File: src/rtl/key_loader.sv
// Key ingest: assembles a KEY_W-bit key MSB-first from BYTE_W beats over valid/ready.
// Latency: key_valid rises 1 clock after the last accepted beat.
// Backpressure: byte_ready is high only while loading; optional rotation when KEY_ROTATE_EN is defined.
module key_loader #(
  parameter int KEY_W   = 32,
  parameter int BYTE_W  = 8,
  parameter int ROT_AMT = 1
) (
  input  logic              clk,
  input  logic              rst,
  input  logic              load_start,
  input  logic [BYTE_W-1:0] byte_in,
  input  logic              byte_valid,
  output logic              byte_ready,
  output logic [KEY_W-1:0]  key_out,
  output logic              key_valid,
  input  logic              key_consume
);

  localparam int NBYTES = KEY_W / BYTE_W;
  localparam int CNT_W  = $clog2(NBYTES + 1);

  typedef enum logic [1:0] {IDLE, LOAD, READY} state_t;

  state_t             state, state_nxt;
  logic [CNT_W-1:0]   cnt;
  logic [KEY_W-1:0]   shreg;
  logic [KEY_W-1:0]   assembled;
  logic [KEY_W-1:0]   key_rot;
  logic               accept;
  logic               last_beat;
  logic               rotate;

  // Word as it will look once the current beat is shifted in; also the final key on the last beat.
  assign assembled = {shreg[KEY_W-BYTE_W-1:0], byte_in};
  assign key_rot   = {key_out[KEY_W-ROT_AMT-1:0], key_out[KEY_W-1:KEY_W-ROT_AMT]};

  // State register.
  always_ff @(posedge clk) begin
    if (rst) state <= IDLE;
    else     state <= state_nxt;
  end

  // Next-state: load_start always restarts a load; the final beat moves to READY.
  always_comb begin
    state_nxt = state;
    case (state)
      IDLE:    if (load_start) state_nxt = LOAD;
      LOAD:    if (load_start) state_nxt = LOAD;
               else if (last_beat) state_nxt = READY;
      READY:   if (load_start) state_nxt = LOAD;
      default: state_nxt = IDLE;
    endcase
  end

  // Per-cycle decode: a beat coinciding with load_start is dropped, as is a consume.
  always_comb begin
    accept    = (state == LOAD) && byte_valid && byte_ready && !load_start;
    last_beat = accept && (cnt == CNT_W'(NBYTES - 1));
`ifdef KEY_ROTATE_EN
    rotate    = (state == READY) && key_consume && !load_start;
`else
    // Port kept for interface compatibility; it never affects the key here.
    rotate    = key_consume & 1'b0;
`endif
  end

  // Datapath: key_out only changes on load completion or rotation, never mid-load.
  always_ff @(posedge clk) begin
    if (rst) begin
      cnt        <= '0;
      shreg      <= '0;
      key_out    <= '0;
      key_valid  <= 1'b0;
      byte_ready <= 1'b0;
    end else begin
      byte_ready <= (state_nxt == LOAD);
      if (load_start) begin
        cnt       <= '0;
        shreg     <= '0;
        key_valid <= 1'b0;
      end else if (accept) begin
        shreg <= assembled;
        cnt   <= cnt + 1'b1;
        if (last_beat) begin
          key_out   <= assembled;
          key_valid <= 1'b1;
        end
      end else if (rotate) begin
        key_out <= key_rot;
      end
    end
  end

endmodule

File: config.mk
export PLATFORM = sky130hd
export DESIGN_NAME = key_loader
export DESIGN_NICKNAME = d
export VERILOG_FILES = /design/src/rtl/key_loader.sv
export SDC_FILE = /design/constraint.sdc
export NUM_CORES = 1
export LEC_CHECK = 0
export CORE_ASPECT_RATIO = 0.6
export CORE_UTILIZATION = 55
export DETAILED_ROUTE_END_ITERATION = 8
export GPL_ROUTABILITY_DRIVEN = 0
export MAX_ROUTING_LAYER = met4
export PLACE_DENSITY = 0.95
export SLEW_MARGIN = 20
export SYNTH_ARGS = -nofsm -noshare
export SYNTH_HDL_FRONTEND = slang
export SYNTH_SLANG_ARGS = --single-unit
export TNS_END_PERCENT = 30
File: constraint.sdc
create_clock -name clk -period 2.6 [get_ports clk]
set_input_delay 0.39 -clock clk [delete_from_list [all_inputs] [get_ports clk]]
set_output_delay 0.39 -clock clk [all_outputs]
set_load 0.02 [all_outputs]
==> flow_summary_export.csv, run 1 <==
group,metric,value,unit
grt,antenna_found_initial,0,
synth,ys_seq_area_share,48.1,%
sta,period_needed,2.05,ns
setup_path,end_kind,"primary output",
setup_path,critical-path-top-delay-family,"buffers and inverters",
synth,syn_avg_cell_area,10.2,µm²
synth,synth-warning-count,0,
setup_path,r2r_cells,4,
job,maxCapViolations,0,
setup_path,critPathMaxFanout,16,
synth,synth_edf_count,0,
route,drc_errors,0,
setup_path,path_depth,1,
grt,grtUsageMet2,31.4,%
floorplanning,io_pins,47,
setup_path,worstReg2RegEnd,"shreg[21]",
clock_tree,cts_max_path_buffers,2,
setup_path,regToRegSetupSlack,0.81,ns
grt,use_met3,8.26,%
cells_and_area,area_delta_synth_final,24.7,%
floorplanning,core_area,0.00456,mm²
cells_and_area,fin_util,71.6,%
clock_tree,htree_levels,3,
synth,syn_inst,258,
setup_path,path_cells,"clkdlybuf4s50_1",
synth,synth_common_cells,"nand2b_1, dfxtp_1, mux2i_1",
synth,ys_ff_latch,63,
sta,fin_crit_sh,78.9,%
route,first_pass_iters,4,
grt,grt_use_total,22.2,%
synth,syn_nets,273,
floorplanning,row_count,19,
setup_path,slowest_stage,"clkdlybuf4s50_1",
power,cellPowerDensity,543,mW/mm²
clock_tree,clkTransAtPathRegs,0.06,ns
floorplanning,die_area,0.00506,mm²
min_path,min_delay_path_depth,2,
setup_path,cp-start-kind,"flip-flop",
synth,yosysMostFrequentCell,"nand2b_1",
route,routed_wirelength,4900,µm
sta,skew,0.00816,ns
clock_tree,clk_latency,0.34,ns
floorplanning,initial_core_util,57.5,%
synth,synth.distinct_cells,23,
synth,yosys-top-cells-area,"dfxtp_1, mux2i_1, nand2b_1, nand2_1, nand4_1",
run_status,outcome,"completed",
sta,max_freq,488,MHz
grt,grt_start_max_net_pins,69,
clock_tree,post-cts-setup-buffer-count,0,
sta,slew_violations,0,
grt,grt_pass1_vias,1819,
grt,busiest_layer,"met2",
synth,netlist_area,0.00262,mm²
placed_design,hpwl,3250,µm
sta,relSlewSlack,68.3,%
grt,grt_pass1_wl,8380,µm
power,power.leakage,0.00105,µW
floorplanning,die_w,91.1,µm
clock_tree,clock-sinks,63,
cells_and_area,drive_gt1_share,8.17,%
synth,synth_top_cell_by_area,"dfxtp_1",
synth,synth_ff_type,"dfxtp_1",
route,drt-initial-drc-count,96,
grt,grt-ovfl-total,0,
clock_tree,post_cts_resized,0,
min_path,whs_endpoint,"shreg[17]",
clock_tree,cts_buffers,9,
sta,setup_tns,0,ns
cells_and_area,nNetsFinal,317,
grt,met1_usage,29.0,%
cells_and_area,antennaDiodeCount,0,
route,routed-via-count,1878,
sta,setup_violations,0,
setup_path,critPathBufInv,1,
power,vdd_ir_drop_max,0.000350,V
route,wl_per_cell,13.3,µm
route,final_antenna_net_count,0,
sta,worst_slew_pin_slew,0.476,ns
sta,hold_viol,0,
clock_tree,clock-root-buffer,"clkbuf_8",
clock_tree,ctsHoldBuffers,0,
setup_path,slowest_delay,0.71,ns
synth,ys_async_sr_fraction,0,%
min_path,hold_path_startpoint,"shreg[17]",
setup_path,critPathArrivalTime,1.66,ns
setup_path,critPathKind,"flip-flop to primary output",
setup_path,reg2reg_from,"state[1]",
floorplanning,die_h,55.5,µm
synth,synth.top_cell.area_share,48.1,%
min_path,hp-class,"flip-flop to flip-flop",
placed_design,io_buffers,45,
sta,rsz0062_at_grt,"no",
clock_tree,cts_tree,"done",
setup_path,worstPathRequired,2.21,ns
power,fin_total_pwr,1770,µW
route,vias_per_cell,5.09,
## registers in the layout, indices dropped and copies added, names as in the netlist
name,flops
shreg,24
byte_ready,1
state,2
cnt,3
key_out,32
key_valid,1
## routing by layer
| layer | wire (µm) | share of wire (%) |
|---|---|---|
| met5 | 0 | 0 |
| met4 | 70 | 1.4 |
| met1 | 2540 | 52 |
| met3 | 240 | 4.9 |
| met2 | 2050 | 42 |
## how the worst max path moves through the flow
| stage | from | endpoint |
|---|---|---|
| floorplan | byte_valid | key_out[0] |
| global placement | load_start | shreg[13] |
| detailed placement | load_start | shreg[23] |
| CTS | byte_ready | byte_ready |
| global route | load_start | shreg[21] |
| finish | byte_ready | byte_ready |
## placed cells by master, fill, tap and decap left out, drive strengths merged
master,Yosys,routed
inv,1,1
clkbuf,12,11
nor4bb,1,1
nand2b,64,64
a21oi,3,3
a2111oi,1,1
clkinvlp,0,1
nand3,2,2
o21ai,10,10
mux2i,48,48
nor2,2,2
ha,2,2
and2,1,1
nand4,9,9
o21a,1,1
nand2,27,27
a211oi,2,2
and3,1,1
buf,7,7
clkdlybuf4s50,0,45
dfxtp,63,63
nand4b,1,1
clkinv,0,3
## through the flow
step | std cells | area, µm² | hold WS [ns] | setup slack [ns]
floorplan | 258 | 2620 | 0.432 | 1.17
global placement | 354 | 3110 | 0.441 | 0.322
detailed placement | 354 | 3110 | 0.453 | 0.239
CTS | 369 | 3270 | 0.470 | 0.552
global route | 369 | 3270 | 0.490 | 0.421
finish | 369 | 3270 | 0.466 | 0.550
## power breakdown
group / switching (µW) / total (µW) / leakage (µW) / internal [µW]
combinational: 36.8 / 79.7 / 0.000459 / 42.9
sequential: 6.02 / 974 / 0.000508 / 968
clock: 359 / 720 / 0.0000850 / 361
## cell type report
cell class                 instances  area (µm²)
fill                             345        1290
clock buffer                      11         141
clock inverter                     4        22.5
timing repair buffer              52         528
sequential                        63        1260
multi-input combinational        175        1230
tap                               63        78.8
inverter                           1        3.75
## cell families after synthesis
kind of cell,count (synthesis),synth area share (%)
AOI/OAI and AO/OA,17,3.91
adders and majority gates,2,0.954
buffers and inverters,20,4.91
DFF,63,48.1
muxes,48,18.3
and+or+nand+nor,108,23.8
(Power assumes the default switching activity.)
==> run 2: changes to the inputs <==
CORE_UTILIZATION = 47   (was 55)
PLACE_DENSITY = 0.87   (was 0.95)
clock period = 1.76 ns   (was 2.6 ns; I/O delays follow)
==> run 2 against run 1 <==
Combinational power is 64% higher. The flow now finishes with violations (design-rule violations). Critical path depth unchanged. Clock-buffer cell count up 2. Power grew 51%. Die area is 17% higher. Worst setup slack worse by 0.44 ns. Clock skew shrank 0.00073 ns. Sequential power rose by 48%. Critical endpoint is now key_out[12]. Wire length up 4.1%. Flip-flop and latch count unchanged.
==> flow_summary_export.csv, run 2 (synthesis gave the netlist of run 1 again) <==
group,metric,value,unit
run_status,outcome,"complete, but fails checks",
run_status,violations,"design-rule violations",
power,seq_power_share,53.8,%
setup_path,path_depth,1,
floorplanning,row_count,20,
power,switching_share,21.9,%
setup_path,path_cells,"clkdlybuf4s50_1",
placed_design,post-place-ws,-0.162,ns
floorplanning,initial_core_util,50.4,%
sta,period_needed,1.65,ns
clock_tree,cts_max_path_buffers,2,
cells_and_area,layout_commonest_cell,"nand2b_1",
sta,max_freq,607,MHz
clock_tree,clk_latency,0.33,ns
setup_path,critPathArrivalTime,1.38,ns
cells_and_area,nNetsFinal,322,
sta,hold_viol,0,
clock_tree,clkTransAtPathRegs,0.07,ns
sta,slew_violations,0,
power,vdd_ir_drop_max,0.000382,V
setup_path,critical-path-top-delay-family,"buffers and inverters",
cells_and_area,top_regs,"key_out (32), shreg (24), cnt (3)",
clock_tree,post_cts_resized,1,
sta,relSlewSlack,78.7,%
placed_design,io_buffers,45,
power,combPwrFrac,4.9,%
grt,grt_use_total,20.0,%
floorplanning,core_area,0.00520,mm²
sta,worst_slew_pin_slew,0.320,ns
route,routed_wirelength,5110,µm
grt,grt_pass1_wl,8550,µm
setup_path,slowest_stage,"clkdlybuf4s50_1",
setup_path,cp-start-kind,"flip-flop",
sta,skew,0.00743,ns
cells_and_area,seq_area,0.00126,mm²
route,wl_per_cell,13.5,µm
cells_and_area,largest_reg_flops,32,
clock_tree,clock-root-buffer,"clkbuf_8",
sta,setup_violations,0,
cells_and_area,drive_gt1_share,9.62,%
route,first_pass_iters,8,
min_path,min_delay_path_depth,2,
clock_tree,clock-sinks,63,
job,maxCapViolations,0,
clock_tree,htree_levels,3,
grt,grt-ovfl-total,0,
power,clock_power_share,41.4,%
sta,setup_ws,0.112,ns
grt,antenna_found_initial,0,
floorplanning,die_h,59.9,µm
sta,fin_crit_sh,93.6,%
clock_tree,cts_tree,"done",
route,final_antenna_net_count,0,
placed_design,hpwl,3560,µm
cells_and_area,registers.top_by_ff_count,"key_out",
grt,grt_pass1_vias,1866,
sta,rsz0062_at_grt,"no",
route,vias_per_cell,5.02,
setup_path,critPathKind,"flip-flop to primary output",
cells_and_area,area_delta_synth_final,28.1,%
power,cellPowerDensity,795,mW/mm²
cells_and_area,multi_input_area,0.00123,mm²
floorplanning,die_area,0.00589,mm²
floorplanning,die_w,98.4,µm
setup_path,critPathMaxFanout,2,
setup_path,critPathBufInv,1,
setup_path,end_kind,"primary output",
cells_and_area,fillers,411,
setup_path,worstPathRequired,1.50,ns
setup_path,slowest_delay,0.64,ns
power,fin_total_pwr,2670,µW
grt,grt_start_max_net_pins,69,
cells_and_area,antennaDiodeCount,0,
power,p_sw,586,µW
clock_tree,ctsHoldBuffers,0,
power,power.leakage,0.00110,µW
floorplanning,io_pins,47,
route,drt-initial-drc-count,71,
route,routed-via-count,1899,
power,p_int,2090,µW
clock_tree,cts_buffers,9,
clock_tree,post-cts-setup-buffer-count,0,
setup_path,r2r_cells,4,
cells_and_area,final_cell_mix,"nand2b_1, dfxtp_1, mux2i_1, clkdlybuf4s50_1, nand2_1",
min_path,hp-class,"flip-flop to flip-flop",
route,drc_errors,2,
[run 2: changes by cell type in the layout (fill, tap and decap cells not counted)]
cell	change
buf_4	+2
clkinv_2	-1
dlygate4sd2_1	+1
clkbuf_1	+1
clkbuf_8	+1
clkdlybuf4s50_1	-1
buf_12	+3
[run 2: worst paths after layout]
kind / start / to / slack (ns)
hold reg to reg: shreg[22] / shreg[22] / 0.46
hold / removal: shreg[22] / shreg[22] / 0.46
setup reg to reg: state[1] / key_out[14] / 0.22
setup / recovery: key_out[12] / key_out[12] / 0.11
[run 2: metrics by stage]
step,cell area (µm²),setup TNS (ns),utilization (%),hold slack [ns],cells
2_1_floorplan,2620,0,-,0.333,258
3_3_place_gp,3180,-3.18,61.2,0.441,362
3_5_place_dp,3180,-5.27,61.2,0.453,362
4_1_cts,3360,0,64.5,0.462,378
5_1_grt,3360,0,64.5,0.484,378
6_report,3360,0,64.5,0.462,378
[run 2: area by class of cell]
cell class | instances | share of cell area, %
clock buffers | 13 | 4.73
flip-flops and latches | 63 | 37.5
clock inverters | 3 | 0.521
well taps | 66 | 2.46
repair buffers | 57 | 17.9
multi-input cells | 175 | 36.7
inverters | 1 | 0.112
[run 2: power by group through the flow]
stage / clock network, µW / registers (µW) / logic (µW)
after global placement: 0 / 1470 / 131
after detailed placement: 0 / 1470 / 132
after CTS: 1130 / 1440 / 132
after global routing: 1210 / 1440 / 141
final: 1100 / 1440 / 131
after floorplan: 0 / 1470 / 71.2
[run 2: layer usage]
metal | GRT usage (%) | wire, µm | share of wire [%]
met5 | - | 0 | 0
met4 | 4.48 | 24 | 0.47
met3 | 8.42 | 305 | 6.0
met2 | 31.2 | 2190 | 43
met1 | 24.4 | 2590 | 51
==> run 3: changes to the inputs <==
CORE_UTILIZATION = 55   (was 47)
DONT_BUFFER_PORTS = 1   (was not set)
PLACE_DENSITY = 0.85   (was 0.87)
SETUP_SLACK_MARGIN = 0.5   (was not set)
==> run 3 against run 2 <==
The flow now finishes without violations. Clock skew fell by 0.0020 ns. Wire length increased by 0.25%. Clock power is 8% lower. Non-clock buffer count is 42 lower. Sequential share of layout area rose by 6.0 points. Combinational power decreased by 37%. Register-to-register slack improved by 0.07 ns. Final cell count is 12% lower. Critical path depth increased by 3. Die area decreased by 14%. Via count down 8.1%. Critical path type is now flip-flop to flip-flop. Highest routed layer unchanged.
==> flow_summary_export.csv, run 3 (synthesis gave the netlist of run 1 again) <==
group,metric,value,unit
run_status,outcome,"completed",
floorplanning,core_area,0.00456,mm²
setup_path,r2r_cells,4,
sta,period_needed,1.47,ns
sta,setup_tns,0,ns
cells_and_area,antennaDiodeCount,0,
grt,grt_use_total,22.2,%
floorplanning,die_w,91.1,µm
route,first_pass_iters,4,
route,drc_errors,0,
cells_and_area,largest_reg_flops,32,
floorplanning,initial_core_util,57.5,%
sta,setup_violations,0,
cells_and_area,final_cell_mix,"nand2b_1, dfxtp_1, mux2i_1, nand2_1, o21ai_1",
job,maxCapViolations,0,
route,routed-via-count,1746,
setup_path,end_kind,"flip-flop",
setup_path,critPathKind,"flip-flop to flip-flop",
sta,slew_violations,0,
sta,skew,0.00542,ns
min_path,hp-class,"input pin to flip-flop",
clock_tree,clkTransAtPathRegs,0.06,ns
cells_and_area,top_regs,"key_out (32), shreg (24), cnt (3)",
clock_tree,htree_levels,3,
clock_tree,clock-root-buffer,"clkbuf_8",
power,cellPowerDensity,870,mW/mm²
setup_path,regToRegSetupSlack,0.29,ns
cells_and_area,area_delta_synth_final,10.8,%
placed_design,io_buffers,0,
sta,rsz0062_at_grt,"yes",
sta,fin_crit_sh,83.4,%
clock_tree,cts_max_path_buffers,2,
setup_path,cp-start-kind,"flip-flop",
route,drt-initial-drc-count,89,
min_path,min_delay_path_depth,2,
grt,grt_start_max_net_pins,67,
route,routed_wirelength,5120,µm
setup_path,critPathArrivalTime,1.72,ns
route,final_antenna_net_count,0,
cells_and_area,drive_gt1_share,11.1,%
grt,antenna_found_initial,0,
sta,relSlewSlack,73.1,%
cells_and_area,seq_area,0.00126,mm²
sta,worst_slew_pin_slew,0.402,ns
grt,grt-ovfl-total,0,
clock_tree,cts_tree,"done",
min_path,hold_path_startpoint,"byte_in[3]",
floorplanning,die_h,55.5,µm
setup_path,reg2reg_from,"state[1]",
sta,max_freq,681,MHz
cells_and_area,design_area,0.00291,mm²
floorplanning,row_count,19,
cells_and_area,registers.top_by_ff_count,"key_out",
clock_tree,clk_latency,0.33,ns
grt,grt_pass1_vias,1692,
floorplanning,die_area,0.00506,mm²
setup_path,worstPathRequired,2.01,ns
cells_and_area,nNetsFinal,280,
grt,grt_pass1_wl,8300,µm
cells_and_area,layout_commonest_cell,"nand2b_1",
power,vdd_ir_drop_max,0.000593,V
clock_tree,clock-sinks,63,
placed_design,hpwl,3180,µm
min_path,whs_endpoint,"key_out[3]",
clock_tree,cts_buffers,9,
sta,hold_viol,0,
route,vias_per_cell,5.24,
cells_and_area,multi_input_area,0.00124,mm²
setup_path,worstReg2RegEnd,"key_out[8]",
placed_design,placed_cell_area,0.00267,mm²
cells_and_area,fillers,403,
power,power.leakage,0.000929,µW
setup_path,critPathMaxFanout,10,
floorplanning,io_pins,47,
route,wl_per_cell,15.4,µm
==> run 3: metrics by stage <==
stage	utilization [%]	std cells	setup slack, ns	hold slack (ns)	power (µW)
after floorplan	-	258	0.395	0.333	1540
after global placement	58.4	310	0.351	0.332	1540
after detailed placement	58.4	310	0.283	0.334	1540
after CTS	62.5	329	0.322	0.0654	2560
after global routing	63.7	333	0.228	0.0684	2630
final	63.7	333	0.292	0.0829	2530
==> run 3: how the worst max path moves through the flow <==
stage,start,endpoint,slack [ns]
CTS,state[1],shreg[17],0.32
floorplan,cnt[0],key_valid,0.40
global placement,state[1],key_out[15],0.35
finish,state[1],key_out[8],0.29
global route,state[1],shreg[17],0.23
detailed placement,state[0],key_out[8],0.28
==> run 3: what timing repair did <==
| item | in CTS | in global routing |
|---|---|---|
| gates resized for setup | 3 | 1 |
| setup endpoints to repair | 61 | 62 |
| hold endpoints to repair | 4 | 0 |
| buffers inserted | 1 | 3 |
| hold buffers | 2 | 0 |
| gates cloned | 0 | 1 |
| pin swaps | 0 | 3 |
==> run 3: cell type report <==
cell class	count	share of cell area, %
Clock buffer	15	5.04
Clock inverter	1	0.172
Inverter	1	0.129
Multi-Input combinational cell	175	42.7
Sequential cell	63	43.5
Tap cell	63	2.71
Timing Repair Buffer	15	5.77
==> run 3: worst max-delay path, stage by stage (launching register included) <==
cell	delay, ns
dfxtp_2	0.35
nor4bb_4	0.35
and3_4	0.31
buf_8	0.17
mux2i_1	0.21
==> run 3: layer usage <==
layer | routed length [µm] | track usage (%) | vias up | share of wire [%]
met5 | 0 | - | - | 0
met4 | 19 | 4.76 | 0 | 0.37
met3 | 475 | 14.0 | 2 | 9.3
met2 | 2110 | 31.0 | 43 | 41
met1 | 2520 | 27.1 | 824 | 49
li1 | - | - | 877 | -
==> run 3: power breakdown <==
part	internal (µW)	switching [µW]	total [µW]
sequential	1430	8.08	1440
clock	512	494	1010
combinational	48.0	34.2	82.2
